`config.mk`:
```
export PLATFORM = sky130hd
export DESIGN_NAME = fetch_sequencer
export DESIGN_NICKNAME = d
export VERILOG_FILES = /design/src/rtl/fetch_sequencer.sv
export SDC_FILE = /design/constraint.sdc
export NUM_CORES = 1
export LEC_CHECK = 0
export ABC_AREA = 0
export BUFFER_PORTS_ARGS = -buffer_cell sky130_fd_sc_hd__buf_4
export CORE_MARGIN = 4
export CORE_UTILIZATION = 30
export DETAILED_ROUTE_END_ITERATION = 16
export PLACE_DENSITY_LB_ADDON = 0.05
export SYNTH_ARGS = -nofsm -noshare
export SYNTH_HDL_FRONTEND = slang
export SYNTH_SLANG_ARGS = --single-unit
```
`constraint.sdc`:
```
create_clock -name clk -period 4.8 [get_ports clk]
set_clock_uncertainty 0.15 [all_clocks]
set_input_delay 0.96 -clock clk [delete_from_list [all_inputs] [get_ports clk]]
set_output_delay 0.96 -clock clk [all_outputs]
set_load 0.05 [all_outputs]
```
`src/rtl/fetch_sequencer.sv`:
```
// fetch_sequencer: picks the next fetch address (flush > branch > sequential) and runs one I-bus transaction at a time into a decode holding register
// Ports: clk/rst (async, active-low); stall, flush/flush_pc, br_flag/br_addr, usermode from the pipeline;
// ibus_req/ibus_addr out, ibus_addr_ok/ibus_data_ok/ibus_rdata in; inst_valid/inst/inst_pc/inst_excp to decode; fetch_busy.
module fetch_sequencer #(
  parameter logic [31:0] ENTRY_START = 32'hBFC0_0000
) (
  input  logic        clk,
  input  logic        rst,
  input  logic        stall,
  input  logic        flush,
  input  logic [31:0] flush_pc,
  input  logic        br_flag,
  input  logic [31:0] br_addr,
  input  logic        usermode,
  output logic        ibus_req,
  output logic [31:0] ibus_addr,
  input  logic        ibus_addr_ok,
  input  logic        ibus_data_ok,
  input  logic [31:0] ibus_rdata,
  output logic        inst_valid,
  output logic [31:0] inst,
  output logic [31:0] inst_pc,
  output logic        inst_excp,
  output logic        fetch_busy
);
  typedef enum logic [2:0] {S_IDLE, S_REQ, S_WAIT, S_DISCARD, S_OUT} state_t;
  state_t r_state, w_state;
  logic [31:0] r_pc, w_pc, r_addr, w_addr, r_inst, w_inst, r_inst_pc, w_inst_pc;
  logic r_valid, w_valid, r_excp, w_excp, r_pend, w_pend;
  logic w_redir, w_launch, w_bad;
  logic [31:0] w_target, w_la;
  assign w_redir = flush | (br_flag & ~stall);
  assign w_target = flush ? flush_pc : br_addr;
  // whenever a launch happens this cycle, a redirect target beats the stored pc
  assign w_la = w_redir ? w_target : r_pc;
  assign w_bad = (w_la[1:0] != 2'b00) || (usermode && w_la[31]);
  assign ibus_req = r_state == S_REQ;
  assign ibus_addr = r_addr;
  assign inst_valid = r_valid;
  assign inst = r_inst;
  assign inst_pc = r_inst_pc;
  assign inst_excp = r_excp;
  assign fetch_busy = r_state == S_WAIT || r_state == S_DISCARD;
  always_comb begin
    w_state = r_state;
    w_pc = w_redir ? w_target : r_pc;
    w_addr = r_addr;
    w_inst = r_inst;
    w_inst_pc = r_inst_pc;
    w_valid = r_valid;
    w_excp = r_excp;
    w_pend = r_pend;
    w_launch = 1'b0;
    case (r_state)
      S_IDLE: w_launch = 1'b1;
      S_REQ: begin
        // the request cannot be retracted; a redirect only marks its response as stale
        if (ibus_addr_ok) w_state = (r_pend || w_redir) ? S_DISCARD : S_WAIT;
        else if (w_redir) w_pend = 1'b1;
      end
      S_WAIT: begin
        if (w_redir) begin
          w_launch = ibus_data_ok;
          w_state = S_DISCARD;
        end else if (ibus_data_ok) begin
          w_inst = ibus_rdata;
          w_inst_pc = r_addr;
          w_excp = 1'b0;
          w_valid = 1'b1;
          w_pc = r_addr + 32'd4;
          w_state = S_OUT;
        end
      end
      S_DISCARD: begin
        w_launch = ibus_data_ok;
        w_pend = ibus_data_ok ? 1'b0 : r_pend;
      end
      S_OUT: w_launch = w_redir || !stall;
      default: w_state = S_IDLE;
    endcase
    // misaligned or user-mode kernel fetch skips the bus and presents an AdEL slot directly
    if (w_launch) begin
      w_valid = w_bad;
      w_state = w_bad ? S_OUT : S_REQ;
      w_addr = w_bad ? r_addr : w_la;
      w_inst = w_bad ? 32'h0 : r_inst;
      w_inst_pc = w_bad ? w_la : r_inst_pc;
      w_excp = w_bad ? 1'b1 : r_excp;
    end
  end
  always_ff @(posedge clk or negedge rst) begin
    if (!rst) begin
      r_state <= S_IDLE;
      r_pc <= ENTRY_START;
      r_addr <= ENTRY_START;
      r_inst <= 32'h0;
      r_inst_pc <= 32'h0;
      r_valid <= 1'b0;
      r_excp <= 1'b0;
      r_pend <= 1'b0;
    end else begin
      r_state <= w_state;
      r_pc <= w_pc;
      r_addr <= w_addr;
      r_inst <= w_inst;
      r_inst_pc <= w_inst_pc;
      r_valid <= w_valid;
      r_excp <= w_excp;
      r_pend <= w_pend;
    end
  end
endmodule

```
* Word level (Yosys, flattened, before mapping)
Cells that the tools add are included. W data, S select, Z words.
Storage, ports and cells: register bits 134, output and inout port bits 100
Cells by class: equality and inequality tests 12, reduce and logical (&&, ||, !) cells 17, mux-type cells 36, bitwise logic cells 4, $add $sub $neg 1
Operator list (number):
- $mux W32 | 15
- $add A32 B3 Y32 const B | 1
- $mux W3 | 5
- $mux W1 | 13
- $pmux W3 S3 | 1
- $ne A2 B1 Y1 const B | 4
- $reduce_and A4 Y1 | 2
- $reduce_bool A2 Y1 | 4
- $eq A3 B2 Y1 const B | 2
- $reduce_and A3 Y1 | 2
- $logic_or A1 B1 Y1 | 4
- $ne A2 B2 Y1 const B | 2
- $ne A4 B4 Y1 const B | 1
- $pmux W1 S4 | 1
- $eq A3 B1 Y1 const B | 1
- $eq A3 B3 Y1 const B | 1
- $logic_not A3 Y1 | 1
- $ne A3 B1 Y1 const B | 1
- $reduce_or A3 Y1 | 1
- $not A1 Y1 | 2
- $pmux W1 S2 | 1
- $reduce_and A2 Y1 | 1
- $and A1 B1 Y1 | 1
- $logic_and A1 B1 Y1 | 1
- other kinds (2) | 2

* Depth between registers and ports, before layout
Gate-level depths: netlist (run 1).
word-level depth 8, depth in mapped cells 9

* Worst setup path before layout (run 1)
No wires, ideal clock.
kind in2reg, start point input port stall, end point register r_inst_pc[16] (netlist: inst_pc[16]), arrival time 2.537 ns, setup slack 1.989 ns, library setup time 0.125 ns, path buffers 2, stages 7, required time 4.525 ns, path through nand2b_1 > buf_2 > a221oi_4 > nand2_2 > a31oi_4 > buf_4 > mux2_2
On the way: cells in the longest elaborated chain, start to end 8, elaborated cells on any way between the ends 18, classes of those cells 2 x eq/ne; 5 x mux; 3 x bitwise; 8 x reduce/logical
RTL lines:
- start, declared | line 9 | input logic stall,
- parallel branches: the longest is 8 deep, another holds $pmux W1 S4
- end signal, assigned | line 106 | r_inst_pc <= w_inst_pc;
- end, declared | line 28 | logic [31:0] r_pc, w_pc, r_addr, w_addr, r_inst, w_inst, r_inst_pc, w_inst_pc;
Parallel ways; which one is timed is not known. The select of a mux whose other input is x is not followed. A chain may end at the register's enable or synchronous reset.

* Worst setup path after layout (run 1)
start point input port flush, end point register r_inst_pc[23] (netlist: inst_pc[23])
On the way: cells in the longest elaborated chain, start to end 6, elaborated cells on any way between the ends 16, classes of those cells 2 x eq/ne; 6 x mux; 1 x bitwise; 7 x reduce/logical
RTL lines:
- start, declared | line 10 | input logic flush,
- parallel branches: the longest is 6 deep, another holds $pmux W1 S4
Parallel ways; which one is timed is not known. The select of a mux whose other input is x is not followed.

==> results.yml, run 1 <==
run_status:
  status: "complete, no violations"
synthesis:
  yosysUniqueCellTypes: 53
  seq_area_frac_synth_pct: 46.6
  synth_top_cell_area_share_pct: 40.1
  avgSynthCellArea_um2: 9.75
  synth-edff-count: 0
  yosysMostFrequentCell: "dfrtp_1"
  syn_nets: 848
  synthTopCellsByArea: "dfrtp_1 40%, mux2_2 13%, dfstp_2 6.5%"
  ys.flop_type: "dfrtp_1"
  ys_ff_latch: 134
  synth_area_leader_cell: "dfrtp_1"
  ys_warn_count: 0
  netlist_area_um2: 7240
  synth_common_cells: "116 x dfrtp_1, 114 x nand2_1, 88 x a21oi_1"
  synth-async-reset-ratio_pct: 100
  syn-instance-count: 743
grt:
  antenna_found_initial: 0
  grt_max_degree: 83
  grt_pass1_wl_um: 38000
  grt_pass1_vias: 6653
  track_usage_pct: 18.3
  grt_overflow: 0
detailed_routing:
  via_count: 6363
  ant_nets: 0
  drcViolationCount: 0
  vias_per_cell: 5.03
  wl_per_cell_um: 19.3
  routed_wl_um: 24400
  drt_first_iter_violations: 363
  firstDrtPassIters: 5
timing:
  worst_pin_slew_ns: 1.03
  finalCriticalPeriod_ns: 3.16
  slew_viol_final: 0
  finalSetupTns_ns: 0
  worst_slack_ns: 1.64
  rsz0062_at_grt: "no"
  fmax_mhz: 317
  setup_viol: 0
  hold_violations: 0
  fin_crit_sh_pct: 65.7
  maxSlewHeadroom_pct: 30.8
place:
  hpwl_um: 17400
  pre_cts_slack_ns: 1.20
  port_buffers: 203
  routabilityCongestion: 0.768
clock_tree:
  htree_levels: 4
  cts_tree: "done"
  ctsResizeCount: 0
  clock_path_buffers: 2
  cts-root-buf: "clkbuf_16"
  postCtsSetupBuffers: 0
  clk_latency_ns: 0.43
  ctsHoldBuffers: 0
  clk_pin_slew_ns: 0.06
  clkSinkCount: 134
  numCtsBuffers: 17
worst_setup_path:
  worst-setup-path-type: "input pin to flip-flop"
  end_kind: "flip-flop"
  crit_fanout: 56
  slowest_stage: "buf_4"
  slowest_delay_ns: 0.46
  rrSetupSlack_ns: 2.18
  startpoint_type: "input pin"
  required_ns: 4.96
  cp.arrival_ns: 3.32
  crit_chain: "buf_4 -> buf_4 -> nand2_1 -> o311a_1 -> o211a_2 -> a31oi_4 -> buf_4 -> mux2_2"
  rr_startpoint: "r_state[2]$_DFFE_PN0P_"
  worstRegToRegCells: 6
  crit_top_cell: "buf_4"
  cp_num_buf_inv: 3
  cp.depth: 8
  path_delay_family: "buffers and inverters"
  worstReg2RegEnd: "ibus_addr[16]$_DFFE_PN0P_"
hold_path:
  hp-class: "flip-flop to flip-flop"
  hold_start: "inst_excp$_DFFE_PN0P_"
  min_path_cells: 1
  whs_endpoint: "inst_excp$_DFFE_PN0P_"
floorplan:
  io_pins: 204
  fp.dieH_um: 163
  rows: 56
  initial_core_util_pct: 30.7
  die_area_um2: 26700
  die_w_um: 163
  core_area_um2: 23600
finish:
  layout-drive-gt1-share_pct: 38.5
  nNetsFinal: 1038
  fillCellCount: 2367
  area_growth_syn_to_layout_pct: 34.2
  fin_util_pct: 41.1
  n_antenna_cell: 0
power_and_ir_drop:
  p_leak_nw: 4.23
  ir_drop_v: 0.000291
  p_per_area_nw_per_um2: 583
run:
  timing.max_cap.violations: 0
[flip-flops by register name, summed over array words and instances (netlist names)]
| register | count |
|---|---|
| r_pc | 32 |
| inst_excp | 1 |
| r_state | 3 |
| inst | 32 |
| r_pend | 1 |
| ibus_addr | 32 |
| inst_valid | 1 |
| inst_pc | 32 |
[worst max-delay path by stage]
stage / slack [ns] / startpoint / end
floorplan: 1.99 / stall / inst_pc[16]$_DFFE_PN0P_
global placement: 1.27 / flush / inst[26]$_DFFE_PN0P_
detailed placement: 1.20 / flush / inst_pc[18]$_DFFE_PN0P_
CTS: 1.67 / flush / inst_pc[18]$_DFFE_PN0P_
global route: 1.53 / flush / inst[9]$_DFFE_PN0P_
finish: 1.64 / flush / inst_pc[23]$_DFFE_PN0P_
[cell usage in the layout (no fill, tap or decap), drive strengths merged, types with 3 or more instances in the layout]
cell type and n:
a31oi 5, nor2 25, nand3 13, nand2b 5, o22a 3, o211ai 5, xnor2 5, o22ai 11
clkbuf 17, a21oi 88, nor3 10, o21ai 42, dfrtp 116, clkinv 3, buf 219, a221oi 3
xor2 20, nand4 14, and2 6, mux2i 13, a21boi 13, nand2 115, inv 24, nor2b 21
o21a 5, dfstp 18, mux2 93, and3 5
[report_power, final]
part / internal, mW / switching (mW) / total, mW
clock: 0.735 / 0.583 / 1.32
sequential: 1.48 / 0.372 / 1.85
combinational: 0.922 / 1.58 / 2.50
total: 3.13 / 2.53 / 5.67
[logic make-up (layout without fill, tap and decap cells)]
logic type | count (synthesis) | after routing | synth area share [%]
xor gates and xnor gates | 25 | 25 | 3.02
and+or+nand+nor | 228 | 228 | 14.9
adders and majority gates | 1 | 1 | 0.173
muxes | 106 | 106 | 16.3
buffers and inverters | 63 | 266 | 3.78
DFF | 134 | 134 | 46.6
AOI/OAI and AO/OA | 186 | 186 | 15.3
[layout make-up]
class                           count  area, um^2  area share (%)
Clock buffer                       17         425            4.38
Timing Repair Buffer              219        1660            17.1
Tap cell                          319         399            4.11
Sequential cell                   134        3380            34.7
Clock inverter                     15         156            1.61
Multi-Input combinational cell    546        3640            37.5
Inverter                           15        56.3           0.580
[stage by stage]
stage	hold WS, ns	power [mW]	std cells	area [um^2]
final	0.330	5.67	1265	9720
after global routing	0.359	5.97	1265	9720
after CTS	0.337	5.74	1265	9720
after detailed placement	0.321	4.40	1233	9130
after global placement	0.315	4.37	1233	9130
after floorplan	0.335	3.51	743	7240
[per-layer routing]
metal	global-route usage (%)	vias up	wire, um
li1	-	3015	-
met1	25.9	3149	11400
met2	29.2	182	11500
met3	3.66	17	1170
met4	4.19	0	259
met5	0	-	0
[worst reg2reg max path: cells and delay by family (launching register included)]
kind,cells,cell delay [ns]
compound gates,1,0.65
mux,1,0.32
simple gates,2,0.39
flops,1,0.50
buf+inv,2,0.51
Power figures use the tool's default switching activity.
==> run 2: changes to the inputs <==
==> constraint.sdc (replaced) <==
create_clock -name clk -period 3 [get_ports clk]
set_clock_uncertainty 0.15 [all_clocks]
set_input_delay 0.6 -clock clk [delete_from_list [all_inputs] [get_ports clk]]
set_output_delay 0.6 -clock clk [all_outputs]
set_load 0.05 [all_outputs]
==> run 2 against run 1 <==
  * Sequential share of layout area down 0.48 points
  * Utilization up 0.57 points
  * Non-clock buffer count up 15
  * Critical path depth down 3
  * Flip-flop and latch count unchanged
  * Cell count up 1.2%
  * Clock power up 61%
  * Via count up 1.1%
  * Count of clock-buffer cells in the layout up 1
  * Setup slack worse by 1.1 ns
  * Combinational power up 61%
  * Sequential power up 60%
  * Critical path type is now flip-flop to flip-flop
  * Largest power group unchanged
  * Highest routed layer unchanged
==> results.yml, run 2 (synthesis gave the netlist of run 1 again) <==
run_status:
  status: "complete, no violations"
worst_setup_path:
  crit_top_cell: "o21ai_0"
  crit_fanout: 12
  critPathLaunch: "r_state[1]$_DFFE_PN0P_"
  endpoint: "r_pc[25]$_DFF_PN1_"
  slowest_delay_ns: 0.87
  cp.depth: 5
  cp.arrival_ns: 2.62
  worstReg2RegEnd: "r_pc[25]$_DFF_PN1_"
  slowest_stage: "nor4b_1"
  crit_chain: "nor3b_2 -> nor4b_1 -> o21ai_0 -> o21a_1 -> o21ai_0"
  startpoint_type: "flip-flop"
  end_kind: "flip-flop"
  rrSetupSlack_ns: 0.57
  rr_startpoint: "r_state[1]$_DFFE_PN0P_"
  path_delay_family: "simple AND/OR/NAND/NOR gates"
  cp_num_buf_inv: 0
  worst-setup-path-type: "flip-flop to flip-flop"
  required_ns: 3.19
  worstRegToRegCells: 5
grt:
  antenna_found_initial: 0
  grt_max_degree: 55
  grt_overflow: 0
  track_usage_pct: 18.6
  grt_pass1_vias: 6713
  grt_pass1_wl_um: 38300
power_and_ir_drop:
  ir_drop_v: 0.000542
  p_per_area_nw_per_um2: 924
  p_leak_nw: 4.31
timing:
  worst_pin_slew_ns: 1.02
  maxSlewHeadroom_pct: 30.7
  fmax_mhz: 412
  worst_slack_ns: 0.571
  rsz0062_at_grt: "no"
  fin_crit_sh_pct: 81.0
  hold_violations: 0
  slew_viol_final: 0
  finalCriticalPeriod_ns: 2.43
  setup_viol: 0
  finalSetupTns_ns: 0
detailed_routing:
  wl_per_cell_um: 19.3
  vias_per_cell: 5.02
  via_count: 6430
  ant_nets: 0
  drcViolationCount: 0
  routed_wl_um: 24700
  firstDrtPassIters: 5
  drt_first_iter_violations: 324
place:
  routabilityCongestion: 0.783
  pre_cts_slack_ns: 0.298
  dp.cells: 1247
  port_buffers: 203
  hpwl_um: 17900
finish:
  stdcell_count: 1280
  layout-drive-gt1-share_pct: 39.3
  layout_common_cells: "230 x buf_4, 116 x dfrtp_1, 114 x nand2_1"
  nNetsFinal: 1053
  fillCellCount: 2440
  n_antenna_cell: 0
  area_growth_syn_to_layout_pct: 36.0
  mostFrequentLayoutCell: "buf_4"
run:
  timing.max_cap.violations: 0
floorplan:
  io_pins: 204
  die_w_um: 163
  rows: 56
  core_area_um2: 23600
  fp.dieH_um: 163
  initial_core_util_pct: 30.7
  die_area_um2: 26700
clock_tree:
  ctsResizeCount: 0
  cts-root-buf: "clkbuf_16"
  numCtsBuffers: 17
  clk_pin_slew_ns: 0.06
  clk_latency_ns: 0.42
  htree_levels: 4
  clkSinkCount: 134
  clock_path_buffers: 2
  cts_tree: "done"
hold_path:
  hp-class: "input pin to flip-flop"
[run 2: cell types whose count changed in the layout (fill, tap and decap cells not counted), moves of 2 or more]
cell      previous run  this run
clkinv_2             1         3
buf_4              217       230
inv_8                4         0
inv_6                5         3
[run 2: worst min-delay path by stage]
stage / from / to / slack, ns / cells after the start
2_1_floorplan: rst / ibus_addr[0]$_DFFE_PN0P_ / 0.15 / 0
3_3_place_gp: inst_excp$_DFFE_PN0P_ / inst_excp$_DFFE_PN0P_ / 0.32 / 1
3_5_place_dp: inst_excp$_DFFE_PN0P_ / inst_excp$_DFFE_PN0P_ / 0.32 / 1
4_1_cts: ibus_rdata[3] / inst[3]$_DFFE_PN0P_ / 0.23 / 3
5_1_grt: flush_pc[2] / r_pc[2]$_DFF_PN0_ / 0.24 / 3
6_report: ibus_rdata[3] / inst[3]$_DFFE_PN0P_ / 0.25 / 3
[run 2: tightest hold or removal path: cells and delay by family]
family                 cells  cell delay, ns
and+or+nand+nor            1            0.04
buffers and inverters      1            0.08
AOI/OAI and AO/OA          1            0.06
[run 2: where the power goes]
part           internal, mW  switching [mW]  leakage (nW)
Clock                  1.25           0.864         0.283
Sequential             2.37           0.595          1.62
Combinational          1.49            2.54          2.40
[run 2: stage by stage]
step,power (mW),hold WS (ns),cell area (um^2),util [%]
after floorplan,5.61,0.154,7240,-
after global placement,7.00,0.316,9250,39.2
after detailed placement,7.05,0.321,9250,39.2
after CTS,9.21,0.228,9850,41.7
after global routing,9.58,0.242,9850,41.7
final,9.10,0.247,9850,41.7
[run 2: per-layer routing]
layer  vias to the layer above  GRT usage, %  routed length (um)
met3                        13          3.38                1150
met5                         -             0                   0
met1                      3194          26.0               11500
li1                       3045             -                   -
met2                       178          30.2               11800
met4                         0          3.96                 217
[run 2: layout make-up]
cell class              count  area (um^2)  area share (%)
multi-input cells         546         3640            37.0
repair buffers            234         1790            18.2
flip-flops and latches    134         3380            34.3
clock inverters            14          150            1.52
inverters                  15         56.3           0.572
well taps                 319          399            4.05
clock buffers              18          439            4.46
[run 2: repair_timing]
action	4_1_cts	5_1_grt
hold buffers	1	0
buffers inserted	0	0
endpoints found under the hold margin	1	0
==> run 3: changes to the inputs <==
==> constraint.sdc (replaced) <==
create_clock -name clk -period 2.2 [get_ports clk]
set_clock_uncertainty 0.15 [all_clocks]
set_input_delay 0.44 -clock clk [delete_from_list [all_inputs] [get_ports clk]]
set_output_delay 0.44 -clock clk [all_outputs]
set_load 0.05 [all_outputs]
==> run 3 against run 2 <==
  * Clock power increased by 46%
  * Hold slack got worse by 0.16 ns
  * Critical path depth increased by 1
  * First-iteration DRC count decreased by 5.9%
  * Via count increased by 1.9%
  * Final area increased by 6.0%
  * Cell count increased by 3.6%
  * Total power increased by 42%
  * Setup slack got worse by 0.48 ns
  * Register-to-register slack got worse by 0.48 ns
  * Sequential share of layout area decreased by 1.9 points
  * Wire length increased by 0.12%
  * Critical path type unchanged
  * Largest power group unchanged
==> results.yml, run 3 (synthesis gave the netlist of run 1 again) <==
timing:
  fmax_mhz: 475
  maxSlewHeadroom_pct: 35.1
  holdWs_ns: 0.0846
  fin_crit_sh_pct: 95.7
  setup_viol: 0
  worst_pin_slew_ns: 0.970
  finalSetupTns_ns: 0
  slew_viol_final: 0
  rsz0062_at_grt: "no"
  hold_violations: 0
  finalCriticalPeriod_ns: 2.10
  worst_slack_ns: 0.0950
clock_tree:
  clk_pin_slew_ns: 0.06
  htree_levels: 4
  numCtsBuffers: 17
  clock_path_buffers: 2
  clk_latency_ns: 0.42
  cts_tree: "done"
  clkSinkCount: 134
  cts-root-buf: "clkbuf_16"
floorplan:
  initial_core_util_pct: 30.7
  rows: 56
  die_area_um2: 26700
  core_area_um2: 23600
  io_pins: 204
  fp.dieH_um: 163
  die_w_um: 163
worst_setup_path:
  startpoint_type: "flip-flop"
  worstRegToRegCells: 6
  end_kind: "flip-flop"
  crit_fanout: 14
  cp.arrival_ns: 2.26
  critPathLaunch: "r_pc[31]$_DFF_PN1_"
  rr_startpoint: "r_pc[31]$_DFF_PN1_"
  worst-setup-path-type: "flip-flop to flip-flop"
  required_ns: 2.35
detailed_routing:
  wl_per_cell_um: 18.6
  via_count: 6550
  drt_first_iter_violations: 305
  drcViolationCount: 0
  firstDrtPassIters: 4
  routed_wl_um: 24700
  ant_nets: 0
  vias_per_cell: 4.94
power_and_ir_drop:
  p_per_area_nw_per_um2: 1240
  p_leak_nw: 4.63
  clkPwrFrac_pct: 23.9
  ir_drop_v: 0.000726
  p_comb_share_pct: 45.4
  power_switching_mw: 5.46
  intPower_mw: 7.50
  p_seq_share_pct: 30.8
  switching_share_pct: 42.1
grt:
  grtUsageMet3_pct: 3.81
  grt_pass1_wl_um: 38500
  grt_use_met1_pct: 24.1
  grt_overflow: 0
  grt_use_met2_pct: 31.6
  track_usage_pct: 18.5
  grt_max_degree: 52
  grt_pass1_vias: 6855
  globalRoute.busiestLayer: "met2"
  antenna_found_initial: 0
finish:
  nNetsFinal: 1099
  fillCellCount: 2322
  area_growth_syn_to_layout_pct: 44.2
  layout-drive-gt1-share_pct: 42.9
  n_antenna_cell: 0
  layout_common_cells: "262 x buf_4, 114 x nand2_1, 108 x dfrtp_1"
  stdcell_count: 1326
  mostFrequentLayoutCell: "buf_4"
hold_path:
  min_path_cells: 3
  hp-class: "input pin to flip-flop"
  hold_start: "ibus_rdata[29]"
place:
  pre_cts_slack_ns: -0.137
  dp.cells: 1293
  port_buffers: 203
  hpwl_um: 18500
  routabilityCongestion: 0.777
run:
  timing.max_cap.violations: 0
run_status:
  status: "complete, no violations"
run 3: routing by layer:
metal  up-vias  part of all wire, %
li1       3136                    -
met1      3213                   43
met2       176                   50
met3        25                  4.9
met4         0                  1.4
met5         -                    0
run 3: power by group through the flow:
stage / Sequential, mW / Clock [mW] / Combinational (mW)
4_1_cts: 4.01 / 3.19 / 5.94
6_report: 3.99 / 3.09 / 5.88
2_1_floorplan: 5.91 / 0 / 1.83
5_1_grt: 4.12 / 3.28 / 6.21
3_5_place_dp: 4.04 / 0 / 5.92
3_3_place_gp: 4.03 / 0 / 5.87
run 3: timing repair:
| item | in CTS | in global routing |
|---|---|---|
| buffers inserted | 0 | 0 |
| endpoints found under the setup margin | 0 | 1 |
| hold buffers | 1 | 0 |
| hold endpoints to repair | 41 | 0 |
| resized for setup | 0 | 2 |
run 3: worst max-delay path, stage by stage, from the launching register on:
cell	delay, ns
dfstp_2	0.53
nor2_1	0.07
a221oi_4	0.30
nand2_2	0.13
a31oi_4	0.25
buf_12	0.21
mux2_2	0.35
run 3: path summary, 6_finish.rpt:
check / to / slack [ns]
setup reg to reg: inst_pc[21]$_DFFE_PN0P_ / 0.1
max in group asynchronous: r_pc[27]$_DFF_PN1_ / 0.80
min in group asynchronous: r_pc[9]$_DFF_PN0_ / 0.42
setup / recovery: inst_pc[21]$_DFFE_PN0P_ / 0.1
hold reg to reg: inst_excp$_DFFE_PN0P_ / 0.34
hold / removal: inst[29]$_DFFE_PN0P_ / 0.08
run 3: final cells by class:
cell class,count,area [um^2],share of cell area [%]
Multi-Input combinational cell,546,3670,35.1
Sequential cell,134,3390,32.4
Tap cell,319,399,3.82
Clock buffer,21,460,4.41
Timing Repair Buffer,280,2300,22.0
Clock inverter,11,175,1.68
Inverter,15,56.3,0.539
run 3: stage by stage:
| step | total power, mW | cell area [um^2] | utilization, % |
|---|---|---|---|
| 2_1_floorplan | 7.74 | 7290 | - |
| 3_3_place_gp | 9.90 | 9790 | 41.5 |
| 3_5_place_dp | 9.96 | 9790 | 41.5 |
| 4_1_cts | 13.1 | 10400 | 44.2 |
| 5_1_grt | 13.6 | 10400 | 44.2 |
| 6_report | 13.0 | 10400 | 44.2 |
